### src/rtl/frac_avg.sv
// Block averager for fractional TDC codes: sums 2^AVG_LOG2 samples per channel.
// Optional FRAC_AVG_ROUND_EN selects round-half-up (saturated) averaging.
module frac_avg #(
    parameter int CTR_NUM  = 1,
    parameter int AVG_LOG2 = 4
) (
    input  logic                  clocks,
    input  logic                  rst,
    input  logic [6:0]            in_data [CTR_NUM],
    input  logic                  in_valid,
    input  logic                  restart,
    input  logic                  clr_ovr,
    output logic [6+AVG_LOG2:0]   out_sum [CTR_NUM],
    output logic [6:0]            out_avg [CTR_NUM],
    output logic                  out_valid,
    input  logic                  out_ready,
    output logic                  overrun,
    output logic [AVG_LOG2-1:0]   fill
);

    localparam int SW = 7 + AVG_LOG2;
    localparam logic [AVG_LOG2-1:0] FILL_LAST = {AVG_LOG2{1'b1}};

    typedef enum logic {
        ST_EMPTY,
        ST_ACC
    } state_t;

    state_t              state_q, state_d;
    logic [AVG_LOG2-1:0] fill_q, fill_d;
    logic [SW-1:0]       acc_q [CTR_NUM];
    logic [SW-1:0]       acc_d [CTR_NUM];
    logic [SW-1:0]       res   [CTR_NUM];
    logic [6:0]          avg_d [CTR_NUM];
    logic                done;

    logic [SW-1:0]       sum_q [CTR_NUM];
    logic [6:0]          avg_q [CTR_NUM];
    logic                valid_q;
    logic                ovr_q;

`ifdef FRAC_AVG_ROUND_EN
    localparam int HALF = 1 << (AVG_LOG2 - 1);
    logic [SW:0]         rnd [CTR_NUM];
    logic [7:0]          rq  [CTR_NUM];
`endif

    always_comb begin
        state_d = state_q;
        fill_d  = fill_q;
        acc_d   = acc_q;
        done    = 1'b0;
        for (int i = 0; i < CTR_NUM; i++) begin
            res[i] = acc_q[i] + SW'(in_data[i]);
        end
        if (restart) begin
            state_d = ST_EMPTY;
            fill_d  = '0;
            for (int i = 0; i < CTR_NUM; i++) acc_d[i] = '0;
        end else if (in_valid) begin
            unique case (state_q)
                ST_EMPTY: begin
                    state_d = ST_ACC;
                    fill_d  = AVG_LOG2'(1);
                    acc_d   = res;
                end
                ST_ACC: begin
                    if (fill_q == FILL_LAST) begin
                        done    = 1'b1;
                        state_d = ST_EMPTY;
                        fill_d  = '0;
                        for (int i = 0; i < CTR_NUM; i++) acc_d[i] = '0;
                    end else begin
                        fill_d = fill_q + AVG_LOG2'(1);
                        acc_d  = res;
                    end
                end
            endcase
        end
    end

    // Average of the completing block; only consumed when done is high.
    always_comb begin
        for (int i = 0; i < CTR_NUM; i++) begin
`ifdef FRAC_AVG_ROUND_EN
            rnd[i]   = {1'b0, res[i]} + (SW+1)'(HALF);
            rq[i]    = 8'(rnd[i] >> AVG_LOG2);
            avg_d[i] = rq[i][7] ? 7'd127 : rq[i][6:0];
`else
            avg_d[i] = 7'(res[i] >> AVG_LOG2);
`endif
        end
    end

    always_ff @(posedge clocks or negedge rst) begin
        if (!rst) begin
            state_q <= ST_EMPTY;
            fill_q  <= '0;
            for (int i = 0; i < CTR_NUM; i++) acc_q[i] <= '0;
        end else begin
            state_q <= state_d;
            fill_q  <= fill_d;
            acc_q   <= acc_d;
        end
    end

    always_ff @(posedge clocks or negedge rst) begin
        if (!rst) begin
            for (int i = 0; i < CTR_NUM; i++) begin
                sum_q[i] <= '0;
                avg_q[i] <= '0;
            end
            valid_q <= 1'b0;
            ovr_q   <= 1'b0;
        end else begin
            if (done) begin
                sum_q   <= res;
                avg_q   <= avg_d;
                valid_q <= 1'b1;
            end else if (valid_q && out_ready) begin
                valid_q <= 1'b0;
            end
            // A new overwrite takes precedence over a clear request.
            if (done && valid_q && !out_ready) begin
                ovr_q <= 1'b1;
            end else if (clr_ovr) begin
                ovr_q <= 1'b0;
            end
        end
    end

    assign out_sum   = sum_q;
    assign out_avg   = avg_q;
    assign out_valid = valid_q;
    assign overrun   = ovr_q;
    assign fill      = fill_q;

endmodule

### config.mk
export PLATFORM = sky130hd
export DESIGN_NAME = frac_avg
export DESIGN_NICKNAME = d
export VERILOG_FILES = /design/src/rtl/frac_avg.sv
export SDC_FILE = /design/constraint.sdc
export NUM_CORES = 1
export LEC_CHECK = 0
export ABC_CLOCK_PERIOD_IN_PS = 2800
export CAP_MARGIN = 20
export CORE_MARGIN = 3
export CORE_UTILIZATION = 25
export CTS_CLUSTER_DIAMETER = 200
export DETAILED_ROUTE_END_ITERATION = 12
export DONT_BUFFER_PORTS = 1
export PLACE_DENSITY = 0.41
export REMOVE_ABC_BUFFERS = 1
export SYNTH_ARGS = -nofsm -noshare
export SYNTH_HDL_FRONTEND = slang
export SYNTH_SLANG_ARGS = --single-unit
### constraint.sdc
create_clock -name clocks -period 2.8 [get_ports clocks]
set_input_delay 0.56 -clock clocks [delete_from_list [all_inputs] [get_ports clocks]]
set_output_delay 0.56 -clock clocks [all_outputs]
set_load 0.01 [all_outputs]
* Yosys cells after proc, flatten, opt, wreduce, memory -nomap -nowiden
Cells that the tools add are included.
** Storage, ports and cells
- Bits in registers :: 36
- Latch bits :: 0
- RAM bits :: 0
- Bits in read-only memories :: 0
- Input bits :: 13
- Output and inout port bits :: 24
- Logic and storage cells :: 38
- Memories kept :: 0
** Cells by class
- Add/sub/neg operators :: 2
- Multipliers :: 0
- Div/mod/pow operators :: 0
- $lt $le $gt $ge :: 0
- Equal/unequal tests :: 1
- Shifts and indexed selects :: 0
- Multiplexer cells :: 20
- Bitwise logic cells :: 1
- Reductions and logical operators :: 7
** Operators by type and width (count)
- 2-to-1 mux 11 bit :: 3
- case mux 11 bit (2 select lines) :: 1
- 2-to-1 mux 4 bit :: 3
- adder 11 x 7 -> 11 bit :: 1
- 2-to-1 mux 1 bit :: 11
- case mux 4 bit (2 select lines) :: 1
- nonzero test 2 bit :: 3
- adder 4 x 1 -> 4 bit, second input constant :: 1
- equality test 4 bit, second input constant :: 1
- logical AND 1 bit :: 3
- case mux 1 bit (2 select lines) :: 1
- zero test 1 bit :: 1
- NOT 1 bit :: 1

* Logic depth before layout (Yosys ltp)
- Word-level depth :: 8
- Depth in mapped cells :: 7
- Gate-level depth less buffers :: 7

* Worst setup path before layout
OpenSTA, ideal clock, no wires.
- Path type :: input port to flip-flop
- Start :: in in_data[0] in the netlist's numbering
- End :: reg sum_q, in the netlist out_sum[6]
- Library setup time :: 0.125 ns
- Arrival :: 2.091 ns
- Required time :: 2.675 ns
- Path slack :: 0.584 ns
- Cell stages on the path :: 7
- Buffers on the path :: 0
- Cells stage by stage :: ha_1 fa_1 a211oi_1 o21bai_1 a21oi_1 xnor2_1 mux2_2
** On the way
- Longest elaborated chain between the ends :: 1
** RTL lines
- from (decl) :: RTL line 9 : input logic [6:0] in_data [CTR_NUM],
- adder 11 x 7 -> 11 bit :: RTL line 54 : res[i] = acc_q[i] + SW'(in_data[i]);
- to (signal assigned) :: RTL line 117 : sum_q <= res;
- to (decl) :: RTL line 37 : logic [SW-1:0] sum_q [CTR_NUM];
No other way between the ends.
A chain may end at the register's enable or synchronous reset.

* Worst setup path after layout
- Start :: reg acc_q[0] in the netlist's numbering
- End :: reg sum_q, in the netlist out_sum[6]
** On the way
- Longest elaborated chain between the ends :: 1
** RTL lines
- from (decl) :: RTL line 31 : logic [SW-1:0] acc_q [CTR_NUM];
- from (signal assigned) :: RTL line 103 : acc_q <= acc_d;
- adder 11 x 7 -> 11 bit :: RTL line 54
No other way between the ends.

==> run metrics <==
outcome complete, no violations; RSZ-0062 raised after global routing false; sequential fraction of the synthesis area 0.4640; CTS tree built; Mapped Area 0.001564 mm2; Worst Path Buf+Inv 0; chip width 85.10 um; critical-path maximum fanout 3; Core Area 0.005991 mm2; Synth Area per Inst 10.57 um2; CP Cell Sequence ha_1 -> fa_1 -> a211oi_1 -> o21bai_1 -> a21oi_1 -> xnor2_1 -> mux2_2; Final min period 2.158 ns; die area 0.007241 mm2; num rows 28; Num CTS Buffers 5; Skew-Pair Late Insertion Delay 0.27 ns; Max VDD drop 0.2819 mV; GRT Total Usage 0.09966; Synth Area in XOR/XNOR 0.04480; initial antenna violation count 0; layout overhead on the synthesized area 9.760%; CP peak stage delay 0.44 ns; total vias in the final route 1088; Max Cap Viol 0; DRT Pass-1 Iters 4; Port Buffers 0; synthesized-area fraction occupied by adder cells 0.07680; PD cells 579.5 mW/mm2; FF-to-FF setup slack 0.64 ns; Worst Setup End Kind flip-flop; main combinational cell family by area after synthesis compound AO/OA/AOI/OAI gates; Iter 0 DRT Violations 30; slowest CP cell fa_1; worst min path class primary input to asynchronous set/reset pin; Slew Viols, Final 0; # diodes 0; Synth Area in Compound Gates 0.2112; Distinct cells, synth 41; clock sink count 29; total negative slack 0 ns; post-synthesis mux area share 0.04320; first-pass GRT wire length 5.685 mm; Initial Util 0.2611; Crit Path Category flip-flop to flip-flop; Rel. slew slack 0.6717; grt ovf 0; commonest non-fill, non-tap cell in the layout dfrtp_1; CP required 2.96 ns; pin count of the biggest net entering global routing 30; post-CTS sizing 0; Detailed Route WL 3.267 mm; P_leak 0.0007735 uW; fill cell count 634; clock transition at the registers of the reported paths 0.06 ns; NumNets Final 170; post-synthesis simple-gate area fraction 0.1032; number of global-route vias before repair 1164; Synth Register Bits 29; Worst Setup Start Kind flip-flop; H-tree levels 2; final setup fails 0; Synth Instances 148; clk_skew 0.004137 ns; Slew @ Worst Pin 0.4925 ns; Yosys warning total 0; GP Congestion 0.7490; count of final hold-check violations 0; Fmax 463.3 MHz; share of cells above drive strength 1 0.1554; die height 85.10 um; Crit path max-delay family adder cells; vias per cell 4.879; most frequent cells in the layout 29 x dfrtp_1, 13 x a21oi_1, 11 x nand2_1; Avg WL per Cell 14.65 um; final worst path period share 0.7708; Routed Antenna Nets 0; post-route DRC violation count 0; clock root cell clkbuf_8; HPWL after DPL 2.394 mm; Max clock buf depth 2; Ports 37; total power 994.8 uW; Critical Path AT 2.32 ns
cell families after synthesis:
| logic type | count (synthesis) |
|---|---|
| buffers and inverters | 16 |
| flip-flops | 29 |
| AND/OR/NAND/NOR | 34 |
| XOR/XNOR | 8 |
| AO/OA/AOI/OAI | 46 |
| adder cells (fa/ha/maj) | 9 |
| multiplexers | 6 |
path summary, 6_finish.rpt:
kind                                            start                     end  depth (start not counted)
worst max-delay path             acc_q[0]$_DFFE_PN0P_  out_sum[6]$_DFFE_PN0P_                          7
worst min-delay path                              rst    acc_q[5]$_DFFE_PN0P_                          1
worst max register to register   acc_q[0]$_DFFE_PN0P_  out_sum[6]$_DFFE_PN0P_                          7
worst min register to register  acc_q[10]$_DFFE_PN0P_   acc_q[10]$_DFFE_PN0P_                          1
max in group asynchronous                         rst     fill[3]$_DFFE_PN0P_                          1
min in group clocks                           restart     fill[2]$_DFFE_PN0P_                          1
report_power, final:
part | switching, uW | leakage (uW) | internal [uW]
clock | 147 | 0.0000443 | 195
combinational | 99.1 | 0.000339 | 78.7
sequential | 30.1 | 0.000390 | 445
cell type report:
cell class	count	area, um2	area share
Multi-Input combinational cell	103	749.5	0.4366
Sequential cell	29	725.7	0.4227
Tap cell	75	93.84	0.05466
Clock buffer	7	86.33	0.05029
Timing Repair Buffer	4	42.54	0.02478
Inverter	5	18.77	0.01093
synthesized netlist by cell type:
library cell | instances | area [um2]
a31oi_1 | 2 | 12.51
nand4_1 | 1 | 6.260
buf_4 | 7 | 52.55
a211oi_2 | 1 | 12.51
a22o_2 | 1 | 10.01
o21ai_2 | 1 | 8.760
o211ai_1 | 1 | 7.510
a21oi_1 | 13 | 65.06
nor2_1 | 8 | 30.03
a22o_1 | 6 | 52.55
a2bb2oi_1 | 1 | 8.760
nor3_1 | 1 | 5.000
o31ai_4 | 1 | 21.27
ha_1 | 8 | 100.1
clkbuf_1 | 2 | 7.510
o21ai_1 | 1 | 5.000
nand2b_1 | 1 | 6.260
nor2b_1 | 1 | 6.260
or2_2 | 1 | 6.260
xnor2_1 | 6 | 52.55
fa_1 | 1 | 20.02
and3_1 | 1 | 6.260
inv_1 | 5 | 18.77
and2_1 | 1 | 6.260
or4_1 | 1 | 7.510
and2b_1 | 1 | 7.510
a211oi_1 | 1 | 7.510
o21bai_1 | 1 | 7.510
mux2_2 | 6 | 67.56
a21o_1 | 2 | 15.01
or3_1 | 2 | 12.51
buf_2 | 2 | 10.01
o21ai_0 | 8 | 40.04
a32o_1 | 2 | 20.02
o211ai_2 | 1 | 12.51
a21o_2 | 1 | 8.760
nand3_1 | 4 | 20.02
dfrtp_1 | 29 | 725.7
xor2_1 | 2 | 17.52
nand2_1 | 11 | 41.29
o31ai_1 | 2 | 15.01
stage by stage:
step	hold WS (ns)	cells	setup WS, ns	utilization	instance area [um2]
3_3_place_gp	0.2656	215	0.4623	0.2688	1610
5_1_grt	0.1088	223	0.4554	0.2866	1717
2_1_floorplan	0.2644	137	0.5839	-	1494
6_report	0.1084	223	0.6417	0.2866	1717
4_1_cts	0.1081	223	0.6198	0.2866	1717
3_5_place_dp	0.2659	215	0.4431	0.2688	1610
flip-flops by register name (all words and copies together), names as in the netlist:
| register | flops |
|---|---|
| acc_q | 11 |
| fill | 4 |
| out_sum | 11 |
| out_valid | 1 |
| overrun | 1 |
| state_q | 1 |
routing by layer:
metal	vias up	track usage	wire length, um
met2	34	0.1518	1480
met1	527	0.1275	1506
li1	525	-	-
met4	0	0.03453	23
met5	-	0	0
met3	2	0.04078	256
timing repair:
action,CTS,global route
hold buffers,1,0
hold endpoints to repair,29,0
setup buffers,0,0
setup endpoints to repair,0,0
No activity file was read; power rests on OpenSTA's default activity.
